File: config.mk
export PLATFORM = sky130hd
export DESIGN_NAME = inv_mixcol_seq_flat
export DESIGN_NICKNAME = d
export VERILOG_FILES = /design/src/rtl/s_aes_pkg.sv /design/src/rtl/inv_mixcol_seq_if.sv /design/src/rtl/inv_mixcol_seq_gf.sv /design/src/rtl/inv_mixcol_seq.sv /design/src/flat_wrapper.sv
export SDC_FILE = /design/constraint.sdc
export NUM_CORES = 1
export LEC_CHECK = 0
export CORE_MARGIN = 2
export CORE_UTILIZATION = 50
export CTS_BUF_LIST = sky130_fd_sc_hd__clkbuf_16
export DETAILED_ROUTE_END_ITERATION = 7
export GPL_TIMING_DRIVEN = 0
export PLACE_DENSITY = 0.78
export SYNTH_ARGS = -nofsm -noshare
export SYNTH_HDL_FRONTEND = slang
export SYNTH_HIERARCHICAL = 1
export SYNTH_SLANG_ARGS = --single-unit
File: constraint.sdc
create_clock -name clk -period 3.1 [get_ports clk]
set_clock_uncertainty 0.15 [all_clocks]
set_input_delay 0.775 -clock clk [delete_from_list [all_inputs] [get_ports clk]]
set_output_delay 0.775 -clock clk [all_outputs]
set_load 0.005 [all_outputs]
File: src/rtl/s_aes_pkg.sv
// Shared S-AES constants: FSM encodings, field reduction term,
// nibble positions within a 16-bit state word, and the x2 helper.
package s_aes_pkg;

  localparam logic [1:0] ST_IDLE = 2'd0;
  localparam logic [1:0] ST_COL0 = 2'd1;
  localparam logic [1:0] ST_COL1 = 2'd2;
  localparam logic [1:0] ST_DONE = 2'd3;

  localparam logic [3:0] GF_POLY_LO = 4'h3;

  localparam int S00_HI = 15;
  localparam int S10_HI = 11;
  localparam int S01_HI = 7;
  localparam int S11_HI = 3;

  function automatic logic [3:0] gf_x2(input logic [3:0] x);
    gf_x2 = {x[2:0], 1'b0} ^ (x[3] ? GF_POLY_LO : 4'h0);
  endfunction

endpackage

File: src/rtl/inv_mixcol_seq_if.sv
// Valid/ready bundle carrying state words into and out of
// the inverse MixColumns stage.
interface inv_mixcol_seq_if;

  logic        in_valid;
  logic        in_ready;
  logic [15:0] in_state;
  logic        in_bypass;
  logic        out_valid;
  logic        out_ready;
  logic [15:0] out_state;

  modport slave (
    input  in_valid, in_state, in_bypass, out_ready,
    output in_ready, out_valid, out_state
  );

  modport master (
    output in_valid, in_state, in_bypass, out_ready,
    input  in_ready, out_valid, out_state
  );

endinterface

File: src/rtl/inv_mixcol_seq_gf.sv
// GF(2^4) constant multipliers, polynomial x^4+x+1.
// gf9 computes 9*x as x ^ 8*x.
module gf2
  import s_aes_pkg::*;
(
  input  logic [3:0] a,
  output logic [3:0] y
);

  assign y = gf_x2(a);

endmodule

module gf9
  import s_aes_pkg::*;
(
  input  logic [3:0] a,
  output logic [3:0] y
);

  assign y = a ^ gf_x2(gf_x2(gf_x2(a)));

endmodule

File: src/rtl/inv_mixcol_seq.sv
// Sequential S-AES inverse MixColumns: one column per cycle
// through a shared {9,2;2,9} datapath, valid/ready on both sides.
module inv_mixcol_seq
  import s_aes_pkg::*;
(
  input  logic                   clk,
  input  logic                   rst_n,
  inv_mixcol_seq_if.slave        bus
);

  logic [1:0]  state_q, state_d;
  logic [15:0] work_q, work_d;
  logic [15:0] out_q, out_d;

  logic        col1;
  logic [3:0]  a, b;
  logic [3:0]  a9, a2, b9, b2;
  logic [7:0]  res;

  // Column mux: COL1 feeds s01/s11, otherwise s00/s10.
  assign col1 = (state_q == ST_COL1);
  assign a    = col1 ? work_q[S01_HI -: 4] : work_q[S00_HI -: 4];
  assign b    = col1 ? work_q[S11_HI -: 4] : work_q[S10_HI -: 4];

  gf9 u_a9 (.a(a), .y(a9));
  gf2 u_a2 (.a(a), .y(a2));
  gf9 u_b9 (.a(b), .y(b9));
  gf2 u_b2 (.a(b), .y(b2));

  assign res = {a9 ^ b2, a2 ^ b9};

  always_comb begin
    state_d = state_q;
    work_d  = work_q;
    out_d   = out_q;
    unique case (1'b1)
      state_q == ST_IDLE: begin
        if (bus.in_valid) begin
          work_d = bus.in_state;
          if (bus.in_bypass) begin
            out_d   = bus.in_state;
            state_d = ST_DONE;
          end else begin
            state_d = ST_COL0;
          end
        end
      end
      state_q == ST_COL0: begin
        out_d[15:8] = res;
        state_d     = ST_COL1;
      end
      state_q == ST_COL1: begin
        out_d[7:0] = res;
        state_d    = ST_DONE;
      end
      state_q == ST_DONE: begin
        if (bus.out_ready) state_d = ST_IDLE;
      end
      default: state_d = ST_IDLE;
    endcase
  end

  always_ff @(posedge clk or negedge rst_n) begin
    if (!rst_n) begin
      state_q <= ST_IDLE;
      work_q  <= 16'h0000;
      out_q   <= 16'h0000;
    end else begin
      state_q <= state_d;
      work_q  <= work_d;
      out_q   <= out_d;
    end
  end

  assign bus.in_ready  = (state_q == ST_IDLE);
  assign bus.out_valid = (state_q == ST_DONE);
  assign bus.out_state = out_q;

endmodule

File: src/flat_wrapper.sv
// flat-port wrapper written by rule: the top's interface ports become plain ports
module inv_mixcol_seq_flat import s_aes_pkg::*;
  (clk, rst_n, bus_in_valid, bus_in_state, bus_in_bypass, bus_out_ready, bus_in_ready, bus_out_valid, bus_out_state);
  inv_mixcol_seq_if bus_i ();
  input  logic clk;
  input  logic rst_n;
  input wire logic [$bits(bus_i.in_valid)-1:0] bus_in_valid;
  input wire logic [$bits(bus_i.in_state)-1:0] bus_in_state;
  input wire logic [$bits(bus_i.in_bypass)-1:0] bus_in_bypass;
  input wire logic [$bits(bus_i.out_ready)-1:0] bus_out_ready;
  output wire logic [$bits(bus_i.in_ready)-1:0] bus_in_ready;
  output wire logic [$bits(bus_i.out_valid)-1:0] bus_out_valid;
  output wire logic [$bits(bus_i.out_state)-1:0] bus_out_state;
  assign bus_i.in_valid = bus_in_valid;
  assign bus_i.in_state = bus_in_state;
  assign bus_i.in_bypass = bus_in_bypass;
  assign bus_i.out_ready = bus_out_ready;
  assign bus_in_ready = bus_i.in_ready;
  assign bus_out_valid = bus_i.out_valid;
  assign bus_out_state = bus_i.out_state;
  inv_mixcol_seq u_core (.clk(clk), .rst_n(rst_n), .bus(bus_i));
endmodule
---- After elaboration in Yosys (flattened, before gate mapping) ----
Index checks and enable logic that the tools add are counted.
operators by class
  add/subtract/negate cells ............... 0
  $mul .................................... 0
  div/mod/pow operators ................... 0
  magnitude comparators ................... 0
  eq/ne operators ......................... 6
  shift-type cells ........................ 0
  mux-type cells .......................... 16
  bitwise logic cells ..................... 10
  reduce and logical (&&, ||, !) cells .... 7
operators with widths
  cell                  count
  $mux W16              2
  $pmux W8 S2           2
  $xor A4 B4 Y4         6
  $mux W2               9
  $xor A4 B2 Y4         4
  $mux W4               2
  $pmux W2 S4           1
  $ne A2 B2 Y1 const B  3
  $reduce_and A3 Y1     2
  $eq A2 B2 Y1 const B  2
  $reduce_and A2 Y1     2
  $reduce_bool A2 Y1    2
  $eq A2 B1 Y1 const B  1
  $logic_not A2 Y1      1
word-level totals
  register bits after elaboration ......... 34
  bits in latches ......................... 0
  RAM bits ................................ 0
  memory bits (read-only) ................. 0
  bits of input ports ..................... 21
  output and inout port bits .............. 18
  logic and storage cells ................. 43
  memories kept ........................... 0

---- Depth between registers and ports, before layout ----
  depth in word-level cells ............... 11
  depth in mapped cells ................... 9
  gate-level depth less buffers ........... 7

---- By module ----
The synthesis kept the hierarchy.
by module, submodules not included
  module          instances  cells each  area each (µm²)  seq. area each (µm²)
  inv_mixcol_seq  1          143         1814.2           850.8
  gf2             2          4           31.3             0.0
  gf9             2          4           20.0             0.0

---- Worst setup path after synthesis ----
Ideal clock, no wire load.
  path kind ............................... register to register
  start point ............................. reg u_core.state_q[0]
  end point ............................... reg u_core.out_q[13], in the netlist u_core/bus.out_state[13]
  library setup time ...................... 0.125 ns
  arrival ................................. 2.057 ns
  required time ........................... 2.825 ns
  path slack .............................. 0.768 ns
  stages on the path, launching flop included .. 10
  path buffers ............................ 2
  clock period less this slack ............ 2.332 ns
  cells stage by stage .................... dfrtp_1 -> inv_1 -> ha_1 -> clkbuf_8 -> buf_2 -> mux2_2 -> xor2_1 -> xnor2_1 -> a21oi_1 -> mux2_4
on the way
  elaborated cells on any way between the ends .. 19
  classes of those cells .................. eq/ne: 4; mux: 6; bitwise: 6; reduce/logical: 3
RTL lines
  item                      line                  text
  start: declaration        inv_mixcol_seq.sv:11  logic [1:0] state_q, state_d;
  start signal: assignment  inv_mixcol_seq.sv:69  state_q <= state_d;
  $eq A2 B2 Y1              inv_mixcol_seq.sv:21  assign col1 = (state_q == ST_COL1);
  $mux W4                   inv_mixcol_seq.sv:23  assign b = col1 ? work_q[S11_HI -: 4] : work_q[S10_HI -: 4];
  named net u_core.b[3]     inv_mixcol_seq.sv:16  logic [3:0] a, b;
  $mux W2                   s_aes_pkg.sv:18       gf_x2 = {x[2:0], 1'b0} ^ (x[3] ? GF_POLY_LO : 4'h0);
  $xor A4 B4 Y4             s_aes_pkg.sv:18
  named net u_core.b2[1]    inv_mixcol_seq.sv:17  logic [3:0] a9, a2, b9, b2;
  $xor A4 B4 Y4             inv_mixcol_seq.sv:30  assign res = {a9 ^ b2, a2 ^ b9};
  $pmux W8 S2               inv_mixcol_seq.sv:36  unique case (1'b1)
  end signal: assignment    inv_mixcol_seq.sv:71  out_q <= out_d;
  end: declaration          inv_mixcol_seq.sv:13  logic [15:0] out_q, out_d;
The timed path passes the listed nets, and every way through them passes these cells.
A chain may end at the register's enable or synchronous reset.

---- Worst setup path after layout ----
  start point ............................. reg u_core.state_q[0]
  end point ............................... reg u_core.out_q[0], in the netlist u_core/bus.out_state[0]
on the way
  elaborated cells on any way between the ends .. 17
  classes of those cells .................. eq/ne: 3; mux: 5; bitwise: 6; reduce/logical: 3
RTL lines
  item                    line                     text
  $eq A2 B2 Y1            inv_mixcol_seq.sv:21
  $mux W4                 inv_mixcol_seq.sv:23
  named net u_core.b[0]   inv_mixcol_seq.sv:16
  $xor A4 B4 Y4           inv_mixcol_seq_gf.sv:21  assign y = a ^ gf_x2(gf_x2(gf_x2(a)));
  named net u_core.b9[0]  inv_mixcol_seq.sv:17
  $xor A4 B4 Y4           inv_mixcol_seq.sv:30
  $pmux W8 S2             inv_mixcol_seq.sv:36
The timed path passes the listed nets, and every way through them passes these cells.

==> results.toml <==
[status]
status = "finished, final reports clean"

[power_and_ir_drop]
p_leak_nw = 1.121
ir_drop_mv = 0.6587
powerDensity_nw_per_um2 = 1281
p_total_mw = 3.187

[worst_setup_path]
crit_buf_inv = 3
critical_path_class = "reg -> reg"
r2r_setup_slack_ns = 0.47
worst_setup_path_end_kind = "register"
cpPeakStageDelay_ns = 0.42
path_cells = "inv_1, ha_1, clkbuf_8, buf_2, mux2_2, xor2_1, xnor2_1, a21oi_1, mux2_4"
crit_cells = 9
startpoint_type = "register"
rr_startpoint = "u_core/state_q[0]"
worst_path_max_delay_cell = "dfrtp_1"
crit_arrival_ns = 2.64
rr_worst_depth = 9
cp_top_family = "multiplexers"
crit_fanout = 10
worstSetupEndpoint = "u_core/bus.out_state[0]"
r2r-end = "u_core/bus.out_state[0]"
crit_required_ns = 3.11
cp-startpoint = "u_core/state_q[0]"

[cts]
cts_sinks = 34
cts_tree = "built"
clock_path_buffers = 2
cts_resized = 0
cts_hold_buf = 0
htree_levels = 2
cts.repair_timing.setup_buffer_count = 0
cts_buffers = 5
path_clk_slew_ns = 0.05
cts_root_buf = "clkbuf_16"
clk_latency_ns = 0.27

[sta]
tightestPinTransition_ns = 0.7278
slew_headroom_pct = 51.48
worst_slack_ns = 0.4705
fmax_mhz = 380.3
setup_viol = 0
hold_viol_final = 0
tns_ns = 0
layout_min_cycle_time_ns = 2.629
rsz0062_at_grt = "false"
period_share_pct = 84.82
slew_violations = 0

[yosys]
synth_cells = 159
yosys_warnings = 6
synth-seq-area-share_pct = 44.39
syn_area_per_cell_um2 = 12.06
synth_area_leader_cell = "dfrtp_1"
synth.area.top_cells = "dfrtp_1, mux2_2, mux2_4, a21oi_1, ha_1"
synth_area_um2 = 1917
netlist.area_leader.share_pct = 44.39
yosys_register_bits = 34
synth.distinct_cells = 19
synth.net_count = 186

[layout]
fillCellCount = 295
final_layout_size_suffix_gt1_share_pct = 30.88
final_common_cell = "clkdlybuf4s50_1"
stdcell_count = 252
final_util_pct = 67.94
diodes = 0
fin_nets = 231
areaGrowthSynthToFinish_pct = 29.77
final_cell_mix = "clkdlybuf4s50_1, dfrtp_1, mux2_2, a21oi_1, nor2_1"

[place]
pre_cts_slack_ns = 0.4739
portBuffers = 38
gp_congestion = 0.8362
hpwl_um = 2992
dp.cells = 245

[detailed_routing]
vias = 1302
routed_via_density = 5.167
drtAntennaViolNets = 0
drt-initial-drc-count = 84
wire_per_inst_um = 15.33
dr.pass1.iters = 4
drc = 0
wl_um = 3862

[hold_path]
hp-class = "reg -> reg"

[grt]
grt_pass1_wl_um = 6520
grt_use_total_pct = 20.18
grt_overflow = 0
grt_pass1_vias = 1386
antenna_found_initial = 0
grt_max_degree = 35

[floorplanning]
row_count = 22
core_area_um2 = 3661
die_h_um = 65.92
ios = 39
dieArea_um2 = 4345
die_w_um = 65.92
initial_core_util_pct = 52.36

[run]
max-cap-violations = 0
-- cell type report --
cell class              count  area, um^2  share of cell area (%)
plain buffers              20       136.4                   5.483
flip-flops and latches     34       850.8                   34.21
repair buffers             38       375.4                   15.09
inverters                   3       11.26                  0.4527
well taps                  48       60.06                   2.414
clock inverters             2       10.01                  0.4024
multi-input cells         102       918.4                   36.92
clock buffers               5       125.1                   5.030
-- worst reg2reg max path, cell delays in order (launching register included) --
cell and delay [ns]:
dfrtp_1 0.42, inv_1 0.14, ha_1 0.18, clkbuf_8 0.16
buf_2 0.27, mux2_2 0.42, xor2_1 0.16, xnor2_1 0.22
a21oi_1 0.12, mux2_4 0.27
-- flip-flops by register name, indices dropped and copies added, names as in the netlist --
register	cells
u_core/work_q	16
u_core/state_q	2
u_core/bus.out_state	16
-- cell families after synthesis --
kind of cell / after synthesis / synth area share, %
compound gates: 19 / 5.092
xor+xnor: 12 / 5.483
fa+ha+maj: 6 / 3.916
buf+inv: 23 / 7.702
flops: 34 / 44.39
mux: 44 / 28.79
simple gates: 21 / 4.634
-- Yosys cell counts --
| cell type | n |
|---|---|
| dfrtp_1 | 34 |
| mux2_2 | 25 |
| a21oi_1 | 18 |
| nor2_1 | 17 |
| mux2_4 | 16 |
| xnor2_1 | 8 |
| clkbuf_1 | 7 |
| buf_4 | 6 |
| ha_1 | 6 |
| xor2_1 | 4 |
| buf_2 | 3 |
| inv_1 | 3 |
| mux2i_1 | 3 |
| buf_6 | 2 |
| clkbuf_8 | 2 |
| or2_1 | 2 |
| nand2_1 | 1 |
| nor2b_2 | 1 |
| o21bai_1 | 1 |
-- where the power goes --
part	switching, mW	total (mW)	internal [mW]
Clock	0.161	0.450	0.289
Combinational	0.778	1.92	1.14
Sequential	0.135	0.819	0.684
Total	1.07	3.19	2.11
-- how the worst min path moves through the flow --
stage	from	to	slack, ns	cells after the start
final	u_core/work_q[15]	u_core/work_q[15]	0.35	1
after detailed placement	u_core/work_q[3]	u_core/work_q[3]	0.34	1
after floorplan	u_core/work_q[6]	u_core/work_q[6]	0.32	1
after CTS	u_core/work_q[3]	u_core/work_q[3]	0.35	1
after global routing	u_core/work_q[3]	u_core/work_q[3]	0.36	1
after global placement	u_core/work_q[3]	u_core/work_q[3]	0.33	1
-- routing by layer --
metal,routed length (um),GRT usage [%]
met1,1706,24.20
met2,1950,35.23
met3,161,5.451
met4,43,5.990
met5,0,0
-- per-stage QoR --
step,area (um^2),hold WS (ns)
finish,2487,0.3509
global route,2487,0.3583
CTS,2487,0.3513
detailed placement,2352,0.3395
global placement,2357,0.3321
floorplan,1917,0.3237
No activity file was read; power rests on OpenSTA's default activity.
